==> config.mk <==
export PLATFORM = sky130hd
export DESIGN_NAME = enc_ctrl_regs
export DESIGN_NICKNAME = d
export VERILOG_FILES = /design/src/rtl/enc_dec_pkg.sv /design/src/rtl/enc_apb_if.sv /design/src/rtl/enc_ctrl_regs.sv
export SDC_FILE = /design/constraint.sdc
export NUM_CORES = 1
export LEC_CHECK = 0
export CAP_MARGIN = 20
export CORE_AREA = 2 2 93 131
export CTS_CLUSTER_SIZE = 14
export DETAILED_ROUTE_END_ITERATION = 10
export DIE_AREA = 0 0 95 133
export PLACE_DENSITY = 0.84
export RECOVER_POWER = 25
export SYNTH_ARGS = -nofsm -noshare
export SYNTH_HDL_FRONTEND = slang
export SYNTH_SLANG_ARGS = --single-unit
==> constraint.sdc <==
create_clock -name clk -period 2 [get_ports clk]
set_input_delay 0.3 -clock clk [delete_from_list [all_inputs] [get_ports clk]]
set_output_delay 0.3 -clock clk [all_outputs]
set_load 0.01 [all_outputs]
==> src/rtl/enc_dec_pkg.sv <==
// rtl/enc_dec_pkg.sv - register offsets, FSM states and width codes for the encoder control block
package enc_dec_pkg;

  // Word offsets, i.e. PADDR[4:2]
  localparam logic [2:0] OFF_CTRL   = 3'd0;
  localparam logic [2:0] OFF_DATA   = 3'd1;
  localparam logic [2:0] OFF_WIDTH  = 3'd2;
  localparam logic [2:0] OFF_RESULT = 3'd3;
  localparam logic [2:0] OFF_STATUS = 3'd4;

  localparam logic [1:0] W8  = 2'b00;
  localparam logic [1:0] W16 = 2'b01;
  localparam logic [1:0] W32 = 2'b10;

  typedef enum logic [1:0] {
    IDLE = 2'd0,
    CALC = 2'd1,
    CAPT = 2'd2
  } state_t;

  // The reserved code 11 is kept in WIDTH but the encoder sees an 8-bit request
  function automatic logic [1:0] width_to_enc(input logic [1:0] code);
    case (code)
      W16:     return W16;
      W32:     return W32;
      default: return W8;
    endcase
  endfunction

endpackage

==> src/rtl/enc_apb_if.sv <==
// rtl/enc_apb_if.sv - APB3 decode into write/read strobes and a word offset
module enc_apb_if #(
  parameter int AMBA_ADDR_WIDTH = 20
) (
  input  logic                       psel_i,
  input  logic                       penable_i,
  input  logic                       pwrite_i,
  input  logic [AMBA_ADDR_WIDTH-1:0] paddr_i,
  output logic                       wr_en_o,
  output logic                       rd_en_o,
  output logic [2:0]                 offset_o
);

  logic unused_addr_bits;

  // Writes land in the access phase; reads are fetched in the setup phase
  assign wr_en_o  = psel_i & penable_i & pwrite_i;
  assign rd_en_o  = psel_i & ~penable_i & ~pwrite_i;
  assign offset_o = paddr_i[4:2];

  assign unused_addr_bits = ^{paddr_i[AMBA_ADDR_WIDTH-1:5], paddr_i[1:0]};

endmodule

==> src/rtl/enc_ctrl_regs.sv <==
// rtl/enc_ctrl_regs.sv - APB register file and IDLE/CALC/CAPT sequencer driving the encoder
// ENC_CTRL_RDBACK_EN: when defined, DATA_IN and WIDTH read back their stored values.
module enc_ctrl_regs
  import enc_dec_pkg::*;
#(
  parameter int AMBA_WORD       = 32,
  parameter int AMBA_ADDR_WIDTH = 20,
  parameter int DATA_WIDTH      = 32
) (
  input  logic                       clk,
  input  logic                       rst,
  input  logic [AMBA_ADDR_WIDTH-1:0] PADDR,
  input  logic                       PSEL,
  input  logic                       PENABLE,
  input  logic                       PWRITE,
  input  logic [AMBA_WORD-1:0]       PWDATA,
  output logic [AMBA_WORD-1:0]       PRDATA,
  output logic                       enc_ena,
  output logic [1:0]                 enc_width,
  output logic [AMBA_WORD-1:0]       enc_data,
  input  logic [DATA_WIDTH-1:0]      enc_codeword,
  output logic                       op_done
);

  state_t               state_q, state_d;
  logic [AMBA_WORD-1:0] data_in_q, data_in_d;
  logic [1:0]           width_q, width_d;
  logic [AMBA_WORD-1:0] result_q, result_d;
  logic                 wr_err_q, wr_err_d;
  logic [AMBA_WORD-1:0] enc_data_q, enc_data_d;
  logic [1:0]           enc_width_q, enc_width_d;
  logic [AMBA_WORD-1:0] prdata_q, prdata_d;

  logic                 wr_en;
  logic                 rd_en;
  logic [2:0]           offset;
  logic                 busy;
  logic [AMBA_WORD-1:0] rd_mux;
  logic [AMBA_WORD-1:0] codeword_w;

  enc_apb_if #(
    .AMBA_ADDR_WIDTH(AMBA_ADDR_WIDTH)
  ) u_apb_if (
    .psel_i   (PSEL),
    .penable_i(PENABLE),
    .pwrite_i (PWRITE),
    .paddr_i  (PADDR),
    .wr_en_o  (wr_en),
    .rd_en_o  (rd_en),
    .offset_o (offset)
  );

  // Fit the encoder result into the register word
  generate
    if (DATA_WIDTH >= AMBA_WORD) begin : g_cw_trunc
      assign codeword_w = enc_codeword[AMBA_WORD-1:0];
    end else begin : g_cw_ext
      assign codeword_w = {{(AMBA_WORD-DATA_WIDTH){1'b0}}, enc_codeword};
    end
  endgenerate

  assign busy = (state_q != IDLE);

  always_comb begin
    rd_mux = '0;
    case (offset)
`ifdef ENC_CTRL_RDBACK_EN
      OFF_DATA:   rd_mux = data_in_q;
      OFF_WIDTH:  rd_mux = {{(AMBA_WORD-2){1'b0}}, width_q};
`endif
      OFF_RESULT: rd_mux = result_q;
      OFF_STATUS: rd_mux = {{(AMBA_WORD-2){1'b0}}, wr_err_q, busy};
      default:    rd_mux = '0;
    endcase
  end

  always_comb begin
    state_d     = state_q;
    data_in_d   = data_in_q;
    width_d     = width_q;
    result_d    = result_q;
    wr_err_d    = wr_err_q;
    enc_data_d  = enc_data_q;
    enc_width_d = enc_width_q;
    prdata_d    = prdata_q;

    case (state_q)
      CALC:    state_d = CAPT;
      CAPT: begin
        state_d  = IDLE;
        result_d = codeword_w;
      end
      default: state_d = IDLE;
    endcase

    // Any write while an operation is in flight is dropped and flagged
    if (wr_en) begin
      if (busy) begin
        wr_err_d = 1'b1;
      end else begin
        case (offset)
          OFF_CTRL: begin
            if (PWDATA[0]) begin
              state_d     = CALC;
              enc_data_d  = data_in_q;
              enc_width_d = width_to_enc(width_q);
            end
          end
          OFF_DATA:   data_in_d = PWDATA;
          OFF_WIDTH:  width_d   = PWDATA[1:0];
          OFF_STATUS: if (PWDATA[1]) wr_err_d = 1'b0;
          default: ;
        endcase
      end
    end

    if (rd_en) prdata_d = rd_mux;
  end

  always_ff @(posedge clk or negedge rst) begin
    if (!rst) begin
      state_q     <= IDLE;
      data_in_q   <= '0;
      width_q     <= '0;
      result_q    <= '0;
      wr_err_q    <= 1'b0;
      enc_data_q  <= '0;
      enc_width_q <= W8;
      prdata_q    <= '0;
    end else begin
      state_q     <= state_d;
      data_in_q   <= data_in_d;
      width_q     <= width_d;
      result_q    <= result_d;
      wr_err_q    <= wr_err_d;
      enc_data_q  <= enc_data_d;
      enc_width_q <= enc_width_d;
      prdata_q    <= prdata_d;
    end
  end

  assign PRDATA    = prdata_q;
  assign enc_ena   = (state_q == CALC);
  assign op_done   = (state_q == CAPT);
  assign enc_data  = enc_data_q;
  assign enc_width = enc_width_q;

endmodule

==> Yosys cells after proc, flatten, opt, wreduce, memory -nomap -nowiden <==
Index checks and enable logic that the tools add are counted.
{ "word_totals": {"reg_bits": 135, "in_bits": 89, "output_inout_bits": 68} }
{ "op_classes": {"eq_ne": 8, "muxes": 10, "bitwise": 7, "reduce_logical": 8} }
{ "op_table": {"columns": ["operator", "n"], "rows": [
  ["one-hot mux 32 bit (2 select lines)", 1],
  ["2-to-1 mux 2 bit", 5],
  ["AND reduction 3 bit", 3],
  ["== test 3 x 2 -> 1 bit, second input constant", 2],
  ["nonzero test 2 bit", 3],
  ["AND 1 bit", 4],
  ["== test 2 x 1 -> 1 bit, second input constant", 2],
  ["== test 2 bit, second input constant", 2],
  ["one-hot mux 2 bit (2 select lines)", 1],
  ["AND reduction 4 bit", 1],
  ["== test 3 x 1 -> 1 bit, second input constant", 1],
  ["== test 3 bit, second input constant", 1],
  ["logical NOT 3 bit", 1],
  ["2-to-1 mux 1 bit", 3],
  ["inverter 1 bit", 3]
]} }

==> Depth between registers and ports, before layout <==
Gate-level depths: netlist (run 1).
{ "logic_depth": {"ltp_word": 6, "mapped_depth": 5} }

==> By module <==
A second synthesis (run 1) with hierarchy kept.
{ "hier_totals": {"hier_cells": 369, "hier_area_um2": 5198.7} }
{ "modules_own_cells": {"columns": ["module", "n_inst", "cells_per_inst", "area_per_inst_um2", "seq_area_each_um2"], "rows": [
  ["enc_ctrl_regs", 1, 364, 5157.4, 3378.2],
  ["enc_apb_if", 1, 5, 41.3, 0.0]
]} }

==> Worst setup path after synthesis (run 1) <==
Ideal clock, no wire load.
{ "synth_path": {"kind": "flip-flop to flip-flop", "start": "register state_q[0]", "end": "register data_in_q[10]", "setup_ps": 125, "arrival_time_ps": 1324, "t_required_ps": 1875, "slack_ps": 552, "path_stages_with_launch": 5, "path_buffers": 1, "path_cell_list": "dfrtp_1 nor3_4 nand4b_2 buf_2 mux2_2"} }
{ "synth_via": {"elab_chain_cells": 3} }
{ "synth_rtl": {"columns": ["item", "line_no", "rtl"], "rows": [
  ["from (decl)", "enc_ctrl_regs.sv:25", "state_t state_q, state_d;"],
  ["from (signal assigned)", "enc_ctrl_regs.sv:131", "state_q <= state_d;"],
  ["nonzero test 2 bit", "enc_ctrl_regs.sv:62", "assign busy = (state_q != IDLE);"],
  ["inverter 1 bit (no line)", null, null],
  ["AND reduction 3 bit (no line)", null, null],
  ["to (signal assigned)", "enc_ctrl_regs.sv:132", "data_in_q <= data_in_d;"],
  ["to (decl)", "enc_ctrl_regs.sv:26", "logic [AMBA_WORD-1:0] data_in_q, data_in_d;"]
]} }
No other way between the ends.
A chain may end at the register's enable or synchronous reset.

==> Final worst setup path (run 1) <==
{ "layout_path": {"start": "register state_q[0]", "end": "output enc_ena"} }
{ "layout_via": {"elab_chain_cells": 1} }
{ "layout_rtl": {"columns": ["item", "line_no", "rtl"], "rows": [
  ["== test 2 x 1 -> 1 bit", "enc_ctrl_regs.sv:143", "assign enc_ena = (state_q == CALC);"],
  ["to (decl)", "enc_ctrl_regs.sv:18", "output logic enc_ena,"]
]} }
No other way between the ends.

==> run metrics, run 1 <==
Worst-path clk slew=50 ps; status=finished clean; Max Fclk=530.0 MHz; H-tree depth=4; critical path class=reg2out; DRC viols=0; # IOs=157; register bit total from synthesis=135; commonest non-fill, non-tap cell in the layout=clkdlybuf4s50_1; Max Cap Viol=0; placed cell count=588; most frequent cells in the layout=clkdlybuf4s50_1, dfrtp_1, mux2_2; most used routing layer in global routing=met2; global-route wire length before repair=17140 um; initial drt markers=80; M2 GR Usage=29.24%; Placer Congestion=0.7003; Final period util=94.34%; Peak VDD IR=485.3 uV; synthesized area=0.005076 mm^2; initial antenna violation count=0; area of the multi-input gates=0.001592 mm^2; Post-CTS Setup Bufs=0; vias per std cell=5.110; hpwl dp=7328 um; initial core utilization=43.82%; Worst setup EP type=output pin; worst-margin pin slew=1064 ps; total gr overflow=0; RR Endpoint=data_in_q[14]; # port buffers=139; CP arrival=1590 ps; RSZ-0062 raised after global routing=false; Mapped Avg Cell Area=16.53 um^2; Yosys cell types=20; crit-path max FO=5; Area growth, synth to finish=44.07%; Hold Crit Start=result_q[3]; chip width=95 um; Worst Hold Depth=1; Clock Latency Late Sink=400 ps; largest net degree at the start of global routing=48; post-synthesis sequential area ratio=66.55%; Global Route Usage Sum=17.86%; Clock Path Buffers=2; count of pins over their slew limit=0; Design Area, Final=0.007313 mm^2; minimum clock period=1887 ps; drt pass-1 iters=4; vias=3163; root buf cell=clkbuf_16; share of cells above drive strength 1=31.78%; Leak=0.003411 uW; site row count=47; Fillers=866; vias in the first global route=3415; crit path launch type=register; core area=0.01158 mm^2; Post-DP Area=0.006731 mm^2; Die Ht=133 um; worst hold-check path type=reg2reg; final setup fails=0; skew final=5.703 ps; Worst R2R Setup Slack=410 ps; CTS sink count=135; routed len/inst=17.02 um; Mapped Cells=307; Worst Reg-to-Reg Cells=4; number of diodes=0; Num CTS Buffers=17; Critical R2R Launch=state_q[0]; GR Util met3=6.834%; Mapped Nets=396; Power Dens Cells=951.9 mW/mm^2; number of routed nets with antenna violations=0; Hold Crit Endpoint=PRDATA[3]; Final Non-Filler Cells=619; register area=0.003381 mm^2; CTS tree=done; Total Neg Setup Slack=0 ps; Hold Slack=483.4 ps; die area=0.01264 mm^2; Worst slew margin=29.10%; Hold Fails Final Rpt=0; nets=550; Worst Path Required=1700 ps; Warnings, synthesis=0; grt met1 use=21.38%; routed wire length=10540 um
-- cells by family after synthesis --
kind of cell / after synthesis / share of synthesized area, %
flip-flops: 135 / 66.55
multiplexers: 100 / 22.18
AO/OA/AOI/OAI: 33 / 5.694
AND/OR/NAND/NOR: 20 / 3.327
buffers and inverters: 19 / 2.243
-- synth_stat cells --
cell / count / area share, %
buf_6: 4 / 0.89
nand4_4: 1 / 0.42
nand2_1: 1 / 0.074
a221o_1: 2 / 0.39
nor3b_1: 3 / 0.44
nand4b_1: 1 / 0.17
clkbuf_1: 3 / 0.22
o22ai_1: 1 / 0.12
inv_1: 2 / 0.15
nor2_1: 2 / 0.15
or3b_1: 1 / 0.17
nand4b_2: 1 / 0.30
dfrtp_1: 135 / 67
nand3_1: 1 / 0.099
mux2_2: 100 / 22
and3_1: 2 / 0.25
nor2b_1: 5 / 0.62
nor3_4: 2 / 0.64
a22o_1: 30 / 5.2
buf_2: 10 / 0.99
-- registers in the layout (all words and copies together), names as in the netlist --
register	cells
enc_data	32
enc_width	2
PRDATA	32
state_q	2
result_q	32
width_q	2
data_in_q	32
wr_err_q	1
-- how the worst max path moves through the flow --
stage	from	end	slack, ps	cells after the start
CTS	state_q[0]	enc_ena	40	2
global placement	PSEL	data_in_q[20]	50	5
finish	state_q[0]	enc_ena	110	2
global route	state_q[0]	enc_ena	40	2
detailed placement	PSEL	data_in_q[12]	30	5
floorplan	state_q[0]	data_in_q[10]	550	4
-- power breakdown --
group / leakage [uW] / internal [uW] / switching (uW)
Sequential: 0.00181 / 3030 / 144
Clock: 0.000284 / 1980 / 1100
Combinational: 0.00132 / 472 / 243
-- through the flow --
step	power (uW)	util, %	worst slack, ps
6_report	6961	63.13	113.2
5_1_grt	7295	63.13	39.04
4_1_cts	7088	63.31	35.08
3_5_place_dp	3953	58.11	34.66
3_3_place_gp	3901	58.11	49.96
2_1_floorplan	3506	-	551.6
-- cell type report --
class / instances / share of cell area (%)
flip-flops and latches: 135 / 46.23
multi-input cells: 153 / 21.76
repair buffers: 152 / 21.28
clock buffers: 18 / 6.005
well taps: 147 / 2.515
clock inverters: 12 / 2.104
inverters: 2 / 0.1027
-- worst max-delay path, stage by stage (launching register included) --
cell and delay (ps):
dfrtp_2 430, nor2b_1 160, clkdlybuf4s50_1 600
-- metal layers --
layer | up-vias | wire [um]
li1 | 1429 | -
met1 | 1621 | 4295
met4 | 0 | 197
met2 | 100 | 5346
met3 | 13 | 699
met5 | - | 0
-- what timing repair did --
action | CTS | global route
endpoints found under the setup margin | 0 | 2
gates resized for setup | 0 | 2
endpoints found under the hold margin | 42 | 0
hold buffers | 1 | 0
No activity file was read; power rests on OpenSTA's default activity.
==> run 2: changes to the inputs <==
--- a/config.mk
+++ b/config.mk
@@ -6,12 +6,13 @@
 export NUM_CORES = 1
 export LEC_CHECK = 0
 export CAP_MARGIN = 20
-export CORE_AREA = 2 2 93 131
+export CORE_AREA = 2 2 94 133
 export CTS_CLUSTER_SIZE = 14
 export DETAILED_ROUTE_END_ITERATION = 10
-export DIE_AREA = 0 0 95 133
+export DIE_AREA = 0 0 96 135
 export PLACE_DENSITY = 0.84
 export RECOVER_POWER = 25
 export SYNTH_ARGS = -nofsm -noshare
 export SYNTH_HDL_FRONTEND = slang
+export SYNTH_HIERARCHICAL = 1
 export SYNTH_SLANG_ARGS = --single-unit
==> run 2 against run 1 <==
Compared with the run above:
- non-clock buffer count is 1 higher
- sequential power about the same
- cell count increased by 10%
- fmax up 1.1%
- critical path type unchanged
- setup slack gained 21 ps
- count of clock-buffer cells in the layout grew 2
- register-to-register slack about the same
- clock skew down 1.0 ps
- largest power group is now clock
==> run metrics, run 2 <==
synth top area cells=dfrtp_1, mux2_2, o21ai_0, inv_1, nand2_1; drt pass-1 iters=4; Num CTS Buffers=17; RSZ-0062 raised after global routing=false; Worst Path Required=1700 ps; Hold Fails Final Rpt=0; CTS sink count=135; crit-path max FO=5; number of diodes=0; delay-heaviest family, CP=buffers and inverters; top-area cell type share of the netlist area=64.98%; largest net degree at the start of global routing=49; Post-Synth Simple-Gate Area=4.934%; root buf cell=clkbuf_16; DRC viols=0; Yosys cell types=24; post-synthesis compound-gate area fraction=3.586%; nets=610; chip width=96 um; worst-margin pin slew=1176 ps; area of the multi-input gates=0.001578 mm^2; Global Route Usage Sum=18.07%; most frequent cell after synthesis=dfrtp_1; critical path's largest stage delay=570 ps; count of pins over their slew limit=0; main combinational cell family by area after synthesis=multiplexers; Clock Latency Late Sink=400 ps; slowest stage cell, crit path=clkdlybuf4s50_1; Max Fclk=536.0 MHz; routed len/inst=16.00 um; Clock Path Buffers=2; Hold Slack=480.6 ps; GR Util met3=5.469%; Synth Area in Adders=0%; share of cells above drive strength 1=28.46%; initial drt markers=96; site row count=47; Final period util=93.29%; post-synthesis sequential area ratio=64.98%; Post-synth EDFFs=0; core area=0.01170 mm^2; number of routed nets with antenna violations=0; post-synthesis xor/xnor area fraction=0%; critical-path cell list=nor2b_1 > clkdlybuf4s50_1; commonest non-fill, non-tap cell in the layout=clkdlybuf4s50_1; # IOs=157; Synth area leader=dfrtp_1; M2 GR Usage=31.56%; Worst slew margin=21.59%; Post-synth top flop=dfrtp_1; global-route wire length before repair=17950 um; Worst setup EP type=output pin; Design Area, Final=0.007426 mm^2; Mapped Nets=458; CTS tree=done; initial antenna violation count=0; synthesized area=0.005199 mm^2; Post-DP Area=0.006814 mm^2; Total Neg Setup Slack=0 ps; Post-CTS Setup Bufs=0; vias=3310; Peak VDD IR=606.5 uV; post-synthesis mux area share=21.66%; CP arrival=1570 ps; register bit total from synthesis=135; crit path launch type=register; Fillers=895; die area=0.01296 mm^2; status=finished clean; Worst-path clk slew=50 ps; critical path class=reg2out; Core Util, Final=63.46%; Placer Congestion=0.7309; worst hold-check path type=reg2reg; most used routing layer in global routing=met2; Synth top cells by count=dfrtp_1, mux2_2, inv_1; register area=0.003378 mm^2; Leak=0.003410 uW; total gr overflow=0; async set or reset register ratio after synthesis=100.0%; Final Total Pwr=7066 uW; # port buffers=139; H-tree depth=4; Area growth, synth to finish=42.84%; vias in the first global route=3673; grt met1 use=20.65%; most frequent cells in the layout=clkdlybuf4s50_1, dfrtp_1, mux2_2; Die Ht=135 um; minimum clock period=1866 ps; hpwl dp=7862 um; Worst R2R Setup Slack=400 ps; final setup fails=0; routed wire length=10890 um; Mapped Avg Cell Area=14.09 um^2; initial core utilization=44.42%; worst path bufs/invs=1; Max Cap Viol=0; Warnings, synthesis=6; vias per std cell=4.860; Mapped Cells=369; skew final=4.673 ps; Power Dens Cells=951.6 mW/mm^2
==> run 2: cell count changes in the layout (fill, tap and decap cells not counted), sizes merged, moves of 29 or more <==
cell | previous run | this run
nand2 | 1 | 30
a22o | 30 | 1
inv | 3 | 34
o21ai | 0 | 32
==> run 2: cells by family (layout without fill, tap and decap cells) <==
logic type / Yosys count / after routing
flops: 135 / 135
simple gates: 46 / 46
mux: 100 / 100
compound gates: 35 / 35
buf+inv: 53 / 218
==> run 2: layer usage <==
layer / vias to the layer above / wire (um)
met4: 0 / 152
met3: 12 / 543
met1: 1663 / 4259
met2: 101 / 5939
met5: - / 0
li1: 1534 / -
==> run 2: stage by stage <==
| stage | cells | setup slack, ps |
|---|---|---|
| after floorplan | 369 | 457.4 |
| after global placement | 648 | -68.66 |
| after detailed placement | 648 | -126.2 |
| after CTS | 681 | 104.9 |
| after global routing | 681 | 73.35 |
| final | 681 | 134.2 |
==> run 2: final cells by class <==
type                    instances  share of cell area (%)
repair buffers                153                   20.83
clock buffers                  20                   6.285
inverters                      33                   1.668
clock inverters                12                   2.005
well taps                     147                   2.477
flip-flops and latches        135                   45.49
multi-input cells             181                   21.25
==> run 2: power breakdown <==
part           internal, uW  leakage [uW]  switching, uW
logic                   468       0.00129            247
registers              3020       0.00182            146
clock network          2060      0.000306           1120
total                  5550       0.00341           1520
==> run 2: final timing paths <==
kind / startpoint / endpoint / cells past startpoint
max reg2reg: state_q[0] / data_in_q[8] / 4
min: result_q[8] / PRDATA[8] / 2
max in group asynchronous: rst / data_in_q[24] / 3
min reg2reg: result_q[8] / PRDATA[8] / 2
max: state_q[0] / enc_ena / 2
min in group asynchronous: rst / data_in_q[11] / 2
==> run 2: worst register-to-register path, stage by stage, from the launching register on <==
cell and delay, ps:
dfrtp_1 440, nor4b_4 400, nand3b_2 140, buf_12 200, mux2_2 310
==> run 2: what timing repair did <==
action                     in CTS  in global routing
setup endpoints to repair       1                  0
gates resized for setup         3                  0
hold endpoints to repair       45                  0
hold buffers                    1                  0
==> run 3: changes to the inputs <==
--- a/config.mk
+++ b/config.mk
@@ -10,6 +10,7 @@
 export CTS_CLUSTER_SIZE = 14
 export DETAILED_ROUTE_END_ITERATION = 10
 export DIE_AREA = 0 0 96 135
+export GPL_TIMING_DRIVEN = 0
 export PLACE_DENSITY = 0.84
 export RECOVER_POWER = 25
 export SYNTH_ARGS = -nofsm -noshare
==> constraint.sdc (replaced) <==
create_clock -name clk -period 2 [get_ports clk]
set_input_delay 0.5 -clock clk [delete_from_list [all_inputs] [get_ports clk]]
set_output_delay 0.5 -clock clk [all_outputs]
set_load 0.01 [all_outputs]
==> run 3 against run 2 <==
Compared with the run above:
- utilization rose by 0.21 points
- global-route usage fell by 0.26 points
- hold slack got worse by 3.1 ps
==> run metrics, run 3 (synthesized netlist as in run 2, its figures left out) <==
Post-DP Area=0.006773 mm^2; routed len/inst=15.49 um; Global Route Usage Sum=17.81%; Clock Latency Late Sink=410 ps; hpwl dp=7664 um; worst-margin pin slew=483.2 ps; Num CTS Buffers=17; status=finished clean; most frequent cells in the layout=dfrtp_1, clkdlybuf4s50_1, mux2_2; Worst slew margin=67.79%; Design Area, Final=0.007451 mm^2; largest net degree at the start of global routing=99; DRC viols=0; vias in the first global route=3577; # port buffers=136; critical-path cell list=clkdlybuf4s50_1 > and3_4 > nor4b_4 > buf_4 > nand3b_4 > buf_4 > mux2_2; CTS tree=done; slowest stage cell, crit path=clkdlybuf4s50_1; Max Fclk=511.7 MHz; final setup fails=0; crit-path max FO=10; chip width=96 um; Critical Path Most Common Cell=buf_4; CP arrival=2240 ps; Hold Fails Final Rpt=0; share of cells above drive strength 1=30.28%; site row count=47; global-route wire length before repair=17460 um; root buf cell=clkbuf_16; Peak VDD IR=612.6 uV; crit path launch type=input port; Clock Path Buffers=2; Placer Congestion=0.6965; Fillers=913; initial antenna violation count=0; Worst Path Required=2290 ps; Leak=0.003437 uW; number of diodes=0; Area growth, synth to finish=43.32%; vias per std cell=4.809; core area=0.01170 mm^2; initial drt markers=95; worst hold-check path type=reg2reg; Final period util=97.72%; nets=621; Final Non-Filler Cells=692; skew final=5.243 ps; Worst-path clk slew=60 ps; number of routed nets with antenna violations=0; pre-CTS WS=-566.7 ps; CTS sink count=135; vias=3328; routed wire length=10720 um; Worst Hold Depth=2; die area=0.01296 mm^2; Power Dens Cells=931.1 mW/mm^2; minimum clock period=1954 ps; final setup margin=45.60 ps; commonest non-fill, non-tap cell in the layout=dfrtp_1; critical path class=in2reg; drt pass-1 iters=4; initial core utilization=44.42%; Die Ht=135 um; Max Cap Viol=0; Worst setup EP type=register; Final Total Pwr=6938 uW; Worst Reg-to-Reg Cells=5; critical path's largest stage delay=530 ps; Total Neg Setup Slack=0 ps; # IOs=157; count of pins over their slew limit=0; H-tree depth=4; total gr overflow=0; placed cell count=653
-- run 3: changes by cell type in the layout (fill, tap and decap cells not counted), moves of 2 or more --
| cell | change |
|---|---|
| clkinvlp_4 | +2 |
| clkbuf_8 | -2 |
| clkdlybuf4s50_1 | -4 |
| clkbuf_1 | +4 |
| buf_4 | +4 |
| inv_6 | +2 |
| buf_6 | +4 |
| clkbuf_2 | +3 |
| buf_2 | +2 |
| clkinv_2 | -2 |
| buf_12 | -4 |
-- run 3: through the flow --
step           hold slack, ps  utilization, %
2_1_floorplan           204.4               -
3_3_place_gp            456.8           57.63
3_5_place_dp            430.4           57.87
4_1_cts                 481.1           63.20
5_1_grt                 500.7           63.67
6_report                477.4           63.67
-- run 3: path summary, 6_finish.rpt --
kind	from	endpoint	slack (ps)
setup / recovery	PENABLE	data_in_q[2]	50
hold / removal	result_q[22]	PRDATA[22]	480
setup reg to reg	state_q[0]	data_in_q[2]	380
hold reg to reg	result_q[22]	PRDATA[22]	480
max in group asynchronous	rst	state_q[1]	640
min in group asynchronous	rst	enc_data[6]	560
-- run 3: repair_timing --
item | in CTS | in global routing
resized for setup | 11 | 5
setup endpoints to repair | 52 | 90
cloned | 0 | 0
hold buffers | 1 | 0
hold endpoints to repair | 37 | 0
buffers inserted | 1 | 6
-- run 3: area by class of cell --
type	instances	area [um^2]	area share, %
Clock buffer	18	439.2	5.894
Multi-Input combinational cell	181	1590	21.34
Sequential cell	135	3379	45.36
Tap cell	147	183.9	2.469
Inverter	33	123.9	1.662
Clock inverter	14	150.1	2.015
Timing Repair Buffer	145	1446	19.41
Buffer	19	137.6	1.847
-- run 3: worst max-delay path, delay by kind of cell --
kind | cells | cell delay [ps]
buf+inv | 3 | 920
simple gates | 3 | 530
mux | 1 | 280
-- run 3: per-layer routing --
| layer | GRT usage, % | part of all wire, % | wire [um] |
|---|---|---|---|
| met5 | 0 | 0 | 0 |
| met4 | 6.270 | 1.7 | 181 |
| met3 | 6.585 | 6.5 | 696 |
| met2 | 29.36 | 52 | 5544 |
| met1 | 21.17 | 40 | 4299 |
-- run 3: report_power, final --
group	switching [uW]	internal (uW)	total (uW)
combinational	242	468	710
sequential	141	3020	3160
clock	1190	1880	3060
